`src/rtl/dll_dllp_pkg.sv`:
```
// Shared encodings for the DLLP generator: link states, DLLP type bytes,
// SDP framing token, FSM states and the DLLP CRC-16.
package dll_dllp_pkg;

    typedef enum logic [1:0] {
        DL_INACTIVE = 2'b00,
        DL_INIT     = 2'b01,
        DL_ACTIVE   = 2'b10
    } dlcmsm_e;

    typedef enum logic [1:0] {
        ACKNAK_NONE = 2'b00,
        ACKNAK_ACK  = 2'b01,
        ACKNAK_NAK  = 2'b10
    } acknak_req_e;

    typedef enum logic [7:0] {
        DLLP_ACK     = 8'h00,
        DLLP_NAK     = 8'h10,
        DLLP_UFC_P   = 8'h80,
        DLLP_UFC_NP  = 8'h90,
        DLLP_UFC_CPL = 8'hA0
    } dllp_type_e;

    typedef enum logic [1:0] {
        SENT_NONE = 2'b00,
        SENT_ACK  = 2'b01,
        SENT_NAK  = 2'b10,
        SENT_UFC  = 2'b11
    } dllp_sent_e;

    typedef enum logic [1:0] {
        S_IDLE,
        S_CRC,
        S_SEND
    } state_e;

    localparam logic [7:0]  SDP_BYTE0  = 8'hF0;
    localparam logic [7:0]  SDP_BYTE1  = 8'hAC;
    localparam logic [15:0] CRC16_POLY = 16'h100B;

    // dllp holds byte0 in [7:0] .. byte3 in [31:24]; bit 0 of each byte goes first.
    function automatic logic [15:0] dllp_crc16(input logic [31:0] dllp);
        logic [15:0] c;
        logic [15:0] result;
        logic        fb;
        c = 16'hFFFF;
        for (int unsigned i = 0; i < 32; i++) begin
            fb = c[15] ^ dllp[i];
            c  = {c[14:0], 1'b0} ^ (fb ? CRC16_POLY : 16'h0000);
        end
        c = ~c;
        for (int unsigned i = 0; i < 16; i++) begin
            result[i] = c[15 - i];
        end
        return result;
    endfunction

endpackage

```
`src/rtl/dll_dllp_generator_timer.sv`:
```
// UpdateFC refresh timer: counts while the link is active and pulses expire
// on the last cycle of each period.
module dll_fc_refresh_timer #(
    parameter int unsigned FC_UPDATE_CYCLES = 4096,
    parameter int unsigned FC_TIMER_BITS    = 13
) (
    input  logic sclk,
    input  logic srst,
    input  logic active,
    input  logic clear,
    output logic expire
);

    localparam logic [FC_TIMER_BITS-1:0] LAST = FC_TIMER_BITS'(FC_UPDATE_CYCLES - 1);

    logic [FC_TIMER_BITS-1:0] count;

    assign expire = active && (count == LAST);

    always_ff @(posedge sclk or posedge srst) begin
        if (srst) begin
            count <= '0;
        end else if (!active || clear || count == LAST) begin
            count <= '0;
        end else begin
            count <= count + FC_TIMER_BITS'(1);
        end
    end

endmodule

```
`src/rtl/dll_dllp_generator.sv`:
```
// Ack/Nak/UpdateFC DLLP source: tracks pending DLLPs, frames the chosen one
// with SDP and CRC-16, and offers it to the write-path arbiter.
module dll_dllp_generator
    import dll_dllp_pkg::*;
#(
    parameter int unsigned PIPE_DATA_WIDTH  = 256,
    parameter int unsigned FC_UPDATE_CYCLES = 4096,
    parameter int unsigned FC_TIMER_BITS    = 13
) (
    input  logic                                  sclk,
    input  logic                                  srst,
    input  logic [1:0]                            DLCMSM_i,
    input  logic [1:0]                            acknak_req_i,
    input  logic [11:0]                           acknak_seq_num_i,
    input  logic                                  fc_update_req_i,
    input  logic [7:0]                            fc_p_hdr_i,
    input  logic [7:0]                            fc_np_hdr_i,
    input  logic [7:0]                            fc_cpl_hdr_i,
    input  logic [11:0]                           fc_p_data_i,
    input  logic [11:0]                           fc_np_data_i,
    input  logic [11:0]                           fc_cpl_data_i,
    output logic [7:0][PIPE_DATA_WIDTH/8-1:0]     data_DLLP_o,
    output logic                                  DLLP_valid_o,
    input  logic                                  DLLP_ready_i,
    output logic [1:0]                            dllp_sent_o
);

    localparam int unsigned WORD_W = PIPE_DATA_WIDTH / 8;

    state_e      state;
    logic        ack_pend, nak_pend, fcp_pend, fcnp_pend, fccpl_pend;
    logic [11:0] seq;
    dllp_type_e  sel_type;
    logic [7:0]  sel_hdr;
    logic [11:0] sel_data;

    logic        link_up, req_ack, req_nak, fc_set, expire, timer_clear, sel_ufc;
    logic        pick_valid;
    dllp_type_e  pick_type;
    logic [7:0]  pick_hdr;
    logic [11:0] pick_data;
    logic        sel_nak, sel_ack, sel_fcp, sel_fcnp, sel_fccpl;
    logic [7:0]  b0, b1, b2, b3;
    logic [15:0] crc;
    logic [7:0][WORD_W-1:0] frame;
    logic [1:0]  sent_code;

    assign link_up = (DLCMSM_i == DL_ACTIVE);
    assign req_ack = link_up && (acknak_req_i == ACKNAK_ACK);
    assign req_nak = link_up && (acknak_req_i == ACKNAK_NAK);
    assign fc_set  = fc_update_req_i || expire;
    assign sel_ufc = (sel_type == DLLP_UFC_P) || (sel_type == DLLP_UFC_NP) ||
                     (sel_type == DLLP_UFC_CPL);
    assign timer_clear = (state == S_SEND) && link_up && DLLP_ready_i && sel_ufc;

    dll_fc_refresh_timer #(
        .FC_UPDATE_CYCLES (FC_UPDATE_CYCLES),
        .FC_TIMER_BITS    (FC_TIMER_BITS)
    ) u_timer (
        .sclk   (sclk),
        .srst   (srst),
        .active (link_up),
        .clear  (timer_clear),
        .expire (expire)
    );

    // Priority pick; credits are captured from the inputs at this point.
    always_comb begin
        pick_valid = 1'b0;
        pick_type  = DLLP_ACK;
        pick_hdr   = '0;
        pick_data  = seq;
        if (state == S_IDLE && link_up) begin
            pick_valid = 1'b1;
            if (nak_pend) begin
                pick_type = DLLP_NAK;
            end else if (ack_pend) begin
                pick_type = DLLP_ACK;
            end else if (fcp_pend) begin
                pick_type = DLLP_UFC_P;
                pick_hdr  = fc_p_hdr_i;
                pick_data = fc_p_data_i;
            end else if (fcnp_pend) begin
                pick_type = DLLP_UFC_NP;
                pick_hdr  = fc_np_hdr_i;
                pick_data = fc_np_data_i;
            end else if (fccpl_pend) begin
                pick_type = DLLP_UFC_CPL;
                pick_hdr  = fc_cpl_hdr_i;
                pick_data = fc_cpl_data_i;
            end else begin
                pick_valid = 1'b0;
            end
        end
    end

    assign sel_nak   = pick_valid && (pick_type == DLLP_NAK);
    assign sel_ack   = pick_valid && (pick_type == DLLP_ACK);
    assign sel_fcp   = pick_valid && (pick_type == DLLP_UFC_P);
    assign sel_fcnp  = pick_valid && (pick_type == DLLP_UFC_NP);
    assign sel_fccpl = pick_valid && (pick_type == DLLP_UFC_CPL);

    // Ack/Nak carry hdr=0 and seq in the data field, so one byte layout covers all types.
    always_comb begin
        b0    = sel_type;
        b1    = {2'b00, sel_hdr[7:2]};
        b2    = {sel_hdr[1:0], 2'b00, sel_data[11:8]};
        b3    = sel_data[7:0];
        crc   = dllp_crc16({b3, b2, b1, b0});
        frame = '0;
        frame[0] = WORD_W'({b1, b0, SDP_BYTE1, SDP_BYTE0});
        frame[1] = WORD_W'({crc[7:0], crc[15:8], b3, b2});
    end

    always_comb begin
        unique case (sel_type)
            DLLP_ACK: sent_code = SENT_ACK;
            DLLP_NAK: sent_code = SENT_NAK;
            default:  sent_code = SENT_UFC;
        endcase
    end

    // A request landing on the edge that selects its own type re-arms the flag.
    always_ff @(posedge sclk or posedge srst) begin
        if (srst) begin
            ack_pend   <= 1'b0;
            nak_pend   <= 1'b0;
            fcp_pend   <= 1'b0;
            fcnp_pend  <= 1'b0;
            fccpl_pend <= 1'b0;
            seq        <= '0;
        end else if (!link_up) begin
            ack_pend   <= 1'b0;
            nak_pend   <= 1'b0;
            fcp_pend   <= 1'b0;
            fcnp_pend  <= 1'b0;
            fccpl_pend <= 1'b0;
        end else begin
            nak_pend <= (nak_pend && !sel_nak) || req_nak;
            if (req_nak) begin
                ack_pend <= 1'b0;
            end else if (req_ack) begin
                ack_pend <= !(nak_pend && !sel_nak);
            end else begin
                ack_pend <= ack_pend && !sel_ack;
            end
            if (req_ack || req_nak) begin
                seq <= acknak_seq_num_i;
            end
            fcp_pend   <= (fcp_pend && !sel_fcp) || fc_set;
            fcnp_pend  <= (fcnp_pend && !sel_fcnp) || fc_set;
            fccpl_pend <= (fccpl_pend && !sel_fccpl) || fc_set;
        end
    end

    always_ff @(posedge sclk or posedge srst) begin
        if (srst) begin
            state        <= S_IDLE;
            sel_type     <= DLLP_ACK;
            sel_hdr      <= '0;
            sel_data     <= '0;
            data_DLLP_o  <= '0;
            DLLP_valid_o <= 1'b0;
            dllp_sent_o  <= SENT_NONE;
        end else begin
            dllp_sent_o <= SENT_NONE;
            if (!link_up) begin
                state        <= S_IDLE;
                DLLP_valid_o <= 1'b0;
            end else begin
                unique case (state)
                    S_IDLE: begin
                        if (pick_valid) begin
                            sel_type <= pick_type;
                            sel_hdr  <= pick_hdr;
                            sel_data <= pick_data;
                            state    <= S_CRC;
                        end
                    end
                    S_CRC: begin
                        data_DLLP_o  <= frame;
                        DLLP_valid_o <= 1'b1;
                        state        <= S_SEND;
                    end
                    S_SEND: begin
                        if (DLLP_ready_i) begin
                            DLLP_valid_o <= 1'b0;
                            dllp_sent_o  <= sent_code;
                            state        <= S_IDLE;
                        end
                    end
                    default: state <= S_IDLE;
                endcase
            end
        end
    end

endmodule
```
`config.mk`:
```
export PLATFORM = sky130hd
export DESIGN_NAME = dll_dllp_generator
export DESIGN_NICKNAME = d
export VERILOG_FILES = /design/src/rtl/dll_dllp_pkg.sv /design/src/rtl/dll_dllp_generator_timer.sv /design/src/rtl/dll_dllp_generator.sv
export SDC_FILE = /design/constraint.sdc
export NUM_CORES = 1
export LEC_CHECK = 0
export BUFFER_PORTS_ARGS = -buffer_cell sky130_fd_sc_hd__buf_2
export CORE_AREA = 2 2 132 134
export DETAILED_ROUTE_END_ITERATION = 10
export DIE_AREA = 0 0 134 136
export PLACE_DENSITY_LB_ADDON = 0.15
export SKIP_LAST_GASP = 1
export SLEW_MARGIN = 20
export SYNTH_ARGS = -nofsm -noshare
export SYNTH_HDL_FRONTEND = slang
export SYNTH_SLANG_ARGS = --single-unit
```
`constraint.sdc`:
```
create_clock -name sclk -period 3.7 [get_ports sclk]
set_input_delay 0.74 -clock sclk [delete_from_list [all_inputs] [get_ports sclk]]
set_output_delay 0.74 -clock sclk [all_outputs]
set_load 0.005 [all_outputs]
```
==> results of run 1 <==
==> flip-flops by register name, indices dropped and copies added (netlist names) <==
register	cells
u_timer.count	13
sel_hdr	8
ack_pend	1
fcnp_pend	1
state	2
fccpl_pend	1
seq	12
data_DLLP_o	40
nak_pend	1
b0	3
fcp_pend	1
DLLP_valid_o	1
sel_data	12
dllp_sent_o	2
==> per-stage QoR <==
| step | cells | total power, mW | hold WS (ns) | utilization (%) |
|---|---|---|---|---|
| 4_1_cts | 1079 | 6.02 | 0.476 | 43.4 |
| 5_1_grt | 1079 | 6.35 | 0.498 | 43.4 |
| 6_report | 1079 | 5.94 | 0.468 | 43.4 |
| 2_1_floorplan | 953 | 4.45 | 0.455 | - |
| 3_3_place_gp | 1063 | 4.96 | 0.456 | 41.5 |
| 3_5_place_dp | 1063 | 4.98 | 0.460 | 41.5 |
==> how the worst min path moves through the flow <==
| stage | start | endpoint | slack, ns | depth (start not counted) |
|---|---|---|---|---|
| 2_1_floorplan | u_timer.count[0] | u_timer.count[0] | 0.45 | 1 |
| 3_3_place_gp | data_DLLP_o[41] | data_DLLP_o[41] | 0.46 | 2 |
| 3_5_place_dp | data_DLLP_o[32] | data_DLLP_o[32] | 0.46 | 2 |
| 4_1_cts | data_DLLP_o[32] | data_DLLP_o[32] | 0.48 | 2 |
| 5_1_grt | data_DLLP_o[33] | data_DLLP_o[33] | 0.50 | 2 |
| 6_report | data_DLLP_o[32] | data_DLLP_o[32] | 0.47 | 2 |
==> cell type report <==
type                    instances  area [µm²]  area share, %
well taps                     225         282           3.84
clock inverters                 5        86.3           1.18
clock buffers                  11         233           3.18
repair buffers                137         718           9.81
inverters                       7        28.8          0.393
flip-flops and latches         98        2450           33.5
multi-input cells             596        3520           48.1
==> metal layers <==
metal	GRT usage (%)	share of wire [%]
met1	22.4	45
met2	27.8	48
met3	2.91	6.2
met4	5.20	1.5
met5	0	0
==> kinds of logic (layout without fill, tap and decap cells) <==
kind of cell,after synthesis,count (layout)
buffers and inverters,259,160
AND/OR/NAND/NOR,186,186
AO/OA/AOI/OAI,102,102
flip-flops,98,98
XOR/XNOR,81,81
multiplexers,14,14
adder cells (fa/ha/maj),4,4
other,1,209
==> power breakdown <==
group / switching, mW / leakage (nW) / internal (mW)
combinational: 1.36 / 2.43 / 1.96
clock: 0.420 / 0.154 / 0.598
sequential: 0.265 / 1.25 / 1.33
total: 2.04 / 3.84 / 3.89
==> worst register-to-register path: stages (launching register included) <==
cell and delay (ns):
dfrtp_1 0.49, inv_1 0.14, ha_1 0.33, xor3_1 0.46
xnor2_1 0.31, xor2_2 0.26, xor3_1 0.45, o21ai_1 0.12
==> layout by cell type (no fill, tap or decap), types with 12 or more instances in the layout <==
cell type,Yosys,layout
buf_2,2,129
conb_1,1,209
nor3_1,12,12
xor2_1,16,16
xnor2_1,34,34
xnor3_1,14,14
nand2_1,100,100
mux2_2,14,14
dfrtp_1,98,98
o21ai_0,21,21
nor2_1,39,39
a21oi_1,43,43
nor2b_1,13,13
==> run summary, run 1 <==
Row count = 48
Peak supply drop = 459 µV
Slew of the pin with the lowest slew margin = 0.965 ns
R2r worst-path depth = 7
Crit path buffers/inverters = 1
Post-Syn Area = 7000 µm²
ANT cells = 0
CP endpoint kind = register
Worst Path Arrival = 2.92 ns
EDFF count, synth = 0
First-pass GRT wire length = 23,200 µm
Post-Synth Adder-Cell Area = 0.715%
Critical path depth in cells = 7
Critical path class = reg -> reg
Crit-path max FO = 6
Worst endpoint required time = 3.97 ns
Mux cell area share after synthesis = 2.25%
Initial antenna violation count = 0
Mapped Avg Cell Area = 9.40 µm²
Insertion delay to the later sink of the worst-skew pair = 0.35 ns
Max Clock Freq = 377 MHz
Final Skew = 0.00818 ns
RSZ-0062 raised after global routing = false
Cell family with most CP delay = XOR/XNOR gates
HPWL Detailed = 11,900 µm
Distinct cells, synth = 45
Most used DFF post-synth = dfrtp_1
Critical-path cell list = inv_1, ha_1, xor3_1, xnor2_1, xor2_2, xor3_1, o21ai_1
Synth Instances = 745
FF-to-FF setup slack = 1.05 ns
Slowest cell on crit path = dfrtp_1
Nets = 933
Max stage delay on crit path = 0.49 ns
Core area = 16,900 µm²
Final period utilization = 71.7%
Flops & latches, synth = 98
Final WS setup = 1.05 ns
FFs w/ async S/R, synth = 100%
RD Place Congestion = 0.821
Routed Wire Length = 15,400 µm
Max Cap Violations = 0
Setup Buffers After CTS = 0
Tmin final = 2.65 ns
Root buf cell = clkbuf_16
Leak = 3.84 nW
Synth Area in Compound Gates = 8.50%
Top-area cell type share of the netlist area = 35.0%
CP Launch Type = register
Crit path to = data_DLLP_o[52]
Hold_buf cts = 0
Layout fillers = 1,730
Dominant cell type by area after synthesis = dfrtp_1
Vias in the first global route = 4,170
Clk sinks = 98
R2r startpoint = b0[4]
Area share of xor/xnor cells in the synthesized design = 16.1%
Area Growth Syn to Fin = 4.57%
DRC viols = 0
Hold/Removal Path Class = reg -> reg
Final hold violations = 0
Run status = complete, no violations
Most frequent cell after synthesis = buf_4
Pre-Repair DR Iteration Count = 4
Crit path from = b0[4]
Largest family of logic cells by synthesized area = buffers and inverters
Post-Synth Simple-Gate Area = 11.4%
Die Width = 134 µm
Cell mode on critical path = xor3_1
ANT nets after route = 0
Pwr Density = 810 nW/µm²
Reg clk slew, reported paths = 0.07 ns
Chip height = 136 µm
Buffers on Ports = 129
CTS max path bufs = 2
Post-Layout Inst Area = 7320 µm²
Largest net degree at the start of global routing = 56
Setup TNS = 0 ns
Area contributors post-synth = dfrtp_1 35%, buf_4 23%, nand2_1 5.4%, xnor3_1 4.5%, xnor2_1 4.3%
Initial DRC count = 195
Initial core utilization = 41.5%
WL/cell = 14.3 µm
Post-cts resize count = 0
Total gr overflow = 0
Post-synth top cells = 218 x buf_4, 100 x nand2_1, 98 x dfrtp_1
Vias post-DR = 4,562
Ratio of cells with drive above 1 in the final layout = 21.3%
Pre-CTS WS = 1.06 ns
Setup violations, final = 0
Sequential share of the synthesized area = 35.0%
Slew margin rel. = 35.6%
Tot GR Track Use = 16.7%
Placed Area = 7000 µm²
FF-to-FF End = data_DLLP_o[52]
Ys Warns = 0
Number of buffers created by CTS = 9
CTS tree = yes
Total die area = 18,200 µm²
Vias per std cell = 4.23
I/O pins = 339
CTS H-Tree Depth = 3
Slew Limit Fails = 0
Power figures use the tool's default switching activity.
==> run 2: changes to the inputs <==
Settings changed: CORE_AREA 2 2 132 134 to not set, CORE_MARGIN set to 2, CORE_UTILIZATION set to 43, DIE_AREA 0 0 134 136 to not set.
Clock period 3.7 ns to 2.2 ns, I/O delays scaled along.
==> run summary, run 2 (same netlist as run 1, synthesis figures left out) <==
Die Width = 132 µm (-1.8%)
Layout fillers = 1,563 (-9.7%)
Reg clk slew, reported paths = 0.07 ns (about the same)
Setup violations, final = 0 (unchanged)
Run status = complete, no violations
Pre-Repair DR Iteration Count = 4 (unchanged)
CP Launch Type = register
Vias in the first global route = 4,410 (+5.8%)
Tmin final = 2.18 ns (-0.479 ns)
Vias per std cell = 4.24 (+0.34%)
Row count = 46 (-4.2%)
Nets = 986 (+5.7%)
Vias post-DR = 4,760 (+4.3%)
Chip height = 132 µm (-3.2%)
Critical-path cell list = inv_2, ha_4, xor3_2, buf_4, xnor3_2, xnor3_1, mux2_2
Number of buffers created by CTS = 9 (unchanged)
Post-route insts no fill = 1,122 (+4.0%)
Critical path class = reg -> reg
Area Growth Syn to Fin = 11.5%
Core area = 15,900 µm² (-5.9%)
Clk sinks = 98 (unchanged)
Crit-path max FO = 4 (-2)
WL/cell = 14.0 µm (-2.2%)
HPWL Detailed = 12,500 µm (+4.9%)
Buffers on Ports = 129 (unchanged)
CTS H-Tree Depth = 3 (unchanged)
Total die area = 17,300 µm² (-4.9%)
Largest register by flop count = data_DLLP_o
Pwr Density = 1410 nW/µm² (+73%)
Slowest cell on crit path = dfrtp_1
RSZ-0062 raised after global routing = true
Placed instance count = 1,105 (+4.0%)
Final hold violations = 0 (unchanged)
Final Skew = 0.00535 ns (-0.00283 ns)
Tot GR Track Use = 18.3% (+1.5 points)
ANT cells = 0 (unchanged)
Most common cell after layout, fill and taps aside = conb_1
Max Cap Violations = 0 (unchanged)
ANT nets after route = 0 (unchanged)
CTS tree = yes
PnR Total Power = 11.0 mW (+85%)
Leading cell types in the layout, fill and taps excluded = 209 x conb_1, 129 x buf_2, 100 x nand2_1, 97 x dfrtp_1, 56 x buf_4
Total gr overflow = 0 (unchanged)
Max Clock Freq = 460 MHz (+22%)
Leak = 4.12 nW (+7.4%)
RD Place Congestion = 0.858 (+4.6%)
CP endpoint kind = register
I/O pins = 339 (unchanged)
First-pass GRT wire length = 24,400 µm (+5.2%)
Worst endpoint required time = 2.43 ns (-1.54 ns)
Max FFs per register = 40 (unchanged)
Ratio of cells with drive above 1 in the final layout = 26.8% (+5.5 points)
Root buf cell = clkbuf_16
Initial DRC count = 225 (+15%)
Max stage delay on crit path = 0.41 ns (-0.08 ns)
DRC viols = 0 (unchanged)
Final period utilization = 98.9% (+27 points)
Routed Wire Length = 15,700 µm (+1.7%)
Peak supply drop = 782 µV (+70%)
Top flop regs = data_DLLP_o x40, u_timer.count x13
Initial antenna violation count = 0 (unchanged)
Largest net degree at the start of global routing = 60 (+7.1%)
Insertion delay to the later sink of the worst-skew pair = 0.35 ns (about the same)
CTS max path bufs = 2 (unchanged)
Slew Limit Fails = 0 (unchanged)
Worst Path Arrival = 2.41 ns (-0.51 ns)
Hold/Removal Path Class = in -> async
Initial core utilization = 44.1% (+2.6 points)
==> run 2: final cells by class <==
cell class / instances / area [µm²] / area share [%]
Multi-Input combinational cell: 596 / 3550 / 45.5
Sequential cell: 98 / 2450 / 31.4
Timing Repair Buffer: 190 / 1160 / 14.8
Tap cell: 216 / 270 / 3.46
Clock buffer: 10 / 239 / 3.06
Clock inverter: 5 / 103 / 1.31
Inverter: 7 / 30.0 / 0.385
==> run 2: repair_timing <==
action / in CTS / in global routing
setup endpoints to repair: 4 / 8
buffers inserted: 1 / 1
hold buffers: 0 / 0
pin swaps: 0 / 1
gates resized for setup: 2 / 6
==> run 2: power breakdown <==
part | switching [mW] | total [mW] | leakage, nW | internal, mW
registers | 0.371 | 2.61 | 1.25 | 2.24
clock network | 0.688 | 1.82 | 0.165 | 1.13
logic | 2.51 | 6.54 | 2.71 | 4.03
==> run 2: worst max-delay path, delay by kind of cell, from the launching register on <==
family	cells	cell delay, ns
xor gates and xnor gates	3	0.91
adders and majority gates	1	0.25
buffers and inverters	2	0.22
DFF	1	0.41
muxes	1	0.27
==> run 2: path summary, 6_finish.rpt <==
kind                                       from               to  slack, ns  depth (start not counted)
hold reg to reg                 data_DLLP_o[26]  data_DLLP_o[26]       0.47                          2
setup / recovery                          b0[4]  data_DLLP_o[48]       0.02                          7
min in group sclk          acknak_seq_num_i[10]          seq[10]       0.32                          2
max in group asynchronous                  srst  data_DLLP_o[54]       1.50                          3
hold / removal                             srst  data_DLLP_o[35]       0.06                          2
setup reg to reg                          b0[4]  data_DLLP_o[48]       0.02                          7
==> run 2: per-stage QoR <==
step           setup TNS, ns  hold slack, ns  utilization (%)  setup WS, ns  instance area [µm²]
6_report                   0          0.0579             49.1        0.0244                 7810
5_1_grt               -0.221          0.0817             49.1       -0.0722                 7810
4_1_cts            -0.000536          0.0604             48.9     -0.000536                 7770
3_5_place_dp         -0.0813           0.438             46.7       -0.0333                 7410
3_3_place_gp               0           0.443             46.7        0.0186                 7410
2_1_floorplan              0           0.455                -       0.00878                 7790
==> run 2: per-layer routing <==
| layer | GRT usage, % | routed length [µm] |
|---|---|---|
| met1 | 25.1 | 7010 |
| met2 | 28.9 | 7270 |
| met3 | 2.93 | 1010 |
| met4 | 7.25 | 368 |
| met5 | 0 | 0 |
==> run 3: changes to the inputs <==
Settings changed: MAX_ROUTING_LAYER set to met4.
==> run summary, run 3 (same netlist as run 1, synthesis figures left out) <==
Root buf cell = clkbuf_16
Seq pwr share = 23.8% (about the same)
CTS H-Tree Depth = 3 (unchanged)
Worst endpoint required time = 2.43 ns (about the same)
Tot GR Track Use = 18.8% (+0.52 points)
Core area = 15,900 µm² (unchanged)
Pwr Density = 1410 nW/µm² (about the same)
Reg clk slew, reported paths = 0.07 ns (about the same)
PnR Total Power = 11.0 mW (about the same)
Layout fillers = 1,563 (unchanged)
RD Place Congestion = 0.872 (+1.6%)
Largest register by flop count = data_DLLP_o
Max Clock Freq = 459 MHz (-0.11%)
Crit path from = sel_hdr[3]
Vias per std cell = 4.23 (-0.38%)
Comb power frac = 59.7% (about the same)
Hold/Removal Path Class = in -> async
Most common cell after layout, fill and taps aside = conb_1
WL/cell = 13.9 µm (-0.13%)
Max FFs per register = 40 (unchanged)
Initial antenna violation count = 0 (unchanged)
Crit path buffers/inverters = 0 (-2)
Final hold violations = 0 (unchanged)
Vias in the first global route = 4,415 (+0.11%)
Initial DRC count = 186 (-17%)
Setup TNS = 0 ns (unchanged)
ANT nets after route = 0 (unchanged)
Largest net degree at the start of global routing = 60 (unchanged)
Crit path to = data_DLLP_o[48]
HPWL Detailed = 12,500 µm (unchanged)
FF-to-FF setup slack = 0.02 ns (about the same)
Leading cell types in the layout, fill and taps excluded = 209 x conb_1, 129 x buf_2, 100 x nand2_1, 97 x dfrtp_1, 56 x buf_4
Chip height = 132 µm (unchanged)
Max stage delay on crit path = 0.56 ns (+0.15 ns)
Tmin final = 2.18 ns (+0.00236 ns)
Total gr overflow = 0 (unchanged)
CP Launch Type = register
DRC viols = 0 (unchanged)
Clock power frac = 16.6% (about the same)
Register area = 2450 µm² (unchanged)
Setup violations, final = 0 (unchanged)
Leak = 4.12 nW (about the same)
Routed Wire Length = 15,600 µm (-0.13%)
Int Pwr = 7.41 mW (+0.16%)
ANT cells = 0 (unchanged)
Final Skew = 0.00517 ns (-0.000177 ns)
Switching power = 3.56 mW (-0.19%)
Slowest cell on crit path = dfrtp_1
Number of buffers created by CTS = 9 (unchanged)
RSZ-0062 raised after global routing = true
Critical path depth in cells = 4 (-3)
Critical-path cell list = xor3_1, xnor3_2, xnor3_1, mux2_2
Initial core utilization = 44.1% (unchanged)
First-pass GRT wire length = 24,400 µm (-0.11%)
Clk sinks = 98 (unchanged)
Row count = 46 (unchanged)
Buffers on Ports = 129 (unchanged)
Critical path class = reg -> reg
Nets = 986 (unchanged)
Max Cap Violations = 0 (unchanged)
Final period utilization = 99.0% (+0.11 points)
Run status = complete, no violations
Hold_ws = 0.0566 ns (-0.00131 ns)
CTS max path bufs = 2 (unchanged)
Total die area = 17,300 µm² (unchanged)
Area of the multi-input gates = 3550 µm² (unchanged)
Area Growth Syn to Fin = 11.5% (unchanged)
Die Width = 132 µm (unchanged)
Peak supply drop = 782 µV (about the same)
Hold_buf cts = 0 (unchanged)
Crit-path max FO = 6 (+2)
CTS tree = yes
I/O pins = 339 (unchanged)
Ratio of cells with drive above 1 in the final layout = 26.8% (unchanged)
R2r worst-path depth = 4 (-3)
Top flop regs = data_DLLP_o x40, u_timer.count x13
FF-to-FF End = data_DLLP_o[48]
Pre-Repair DR Iteration Count = 4 (unchanged)
Net Sw Frac = 32.5% (-0.077 points)
Cell family with most CP delay = XOR/XNOR gates
Insertion delay to the later sink of the worst-skew pair = 0.35 ns (about the same)
CP endpoint kind = register
R2r startpoint = sel_hdr[3]
Vias post-DR = 4,742 (-0.38%)
Worst Path Arrival = 2.41 ns (about the same)
Slew Limit Fails = 0 (unchanged)
## run 3: cell counts in the layout (fill, tap and decap cells not counted)
No cell type changed its count.
## run 3: what timing repair did
action,CTS,global route
setup endpoints to repair,4,8
setup buffers,1,1
gates resized for setup,2,6
## run 3: final cells by class
cell class              count  area share, %
clock buffers              10           3.06
clock inverters             5           1.31
inverters                   7          0.385
multi-input cells         596           45.5
flip-flops and latches     98           31.4
well taps                 216           3.46
repair buffers            190           14.8
## run 3: power groups by stage
| stage | Sequential (mW) | Clock, mW | Combinational (mW) |
|---|---|---|---|
| 6_report | 2.61 | 1.82 | 6.55 |
| 5_1_grt | 2.68 | 1.94 | 7.09 |
| 4_1_cts | 2.62 | 1.86 | 6.48 |
| 3_5_place_dp | 2.65 | 0 | 6.44 |
| 3_3_place_gp | 2.65 | 0 | 6.39 |
| 2_1_floorplan | 2.54 | 0 | 4.93 |
## run 3: layer usage
layer	global-route usage [%]	part of all wire (%)	wire length [µm]	vias up
met4	7.25	2.3	357	0
met1	25.0	45	6980	2180
met2	29.1	47	7300	225
met5	-	0	0	-
met3	2.78	6.4	996	23
li1	-	-	-	2314
## run 3: metrics by stage
stage | utilization, % | worst slack (ns) | area, µm² | instances
floorplan | - | 0.00878 | 7790 | 953
global placement | 46.7 | 0.0186 | 7410 | 1105
detailed placement | 46.7 | -0.0333 | 7410 | 1105
CTS | 48.9 | -0.000536 | 7770 | 1121
global route | 49.1 | -0.0722 | 7810 | 1122
finish | 49.1 | 0.0221 | 7810 | 1122
## run 3: worst min path at each step
stage,startpoint,endpoint,slack [ns],cells past startpoint
4_1_cts,srst,data_DLLP_o[35],0.06,2
3_5_place_dp,srst,data_DLLP_o[35],0.44,2
2_1_floorplan,u_timer.count[0],u_timer.count[0],0.45,1
6_report,srst,data_DLLP_o[35],0.06,2
3_3_place_gp,srst,data_DLLP_o[35],0.44,2
5_1_grt,srst,data_DLLP_o[35],0.08,2
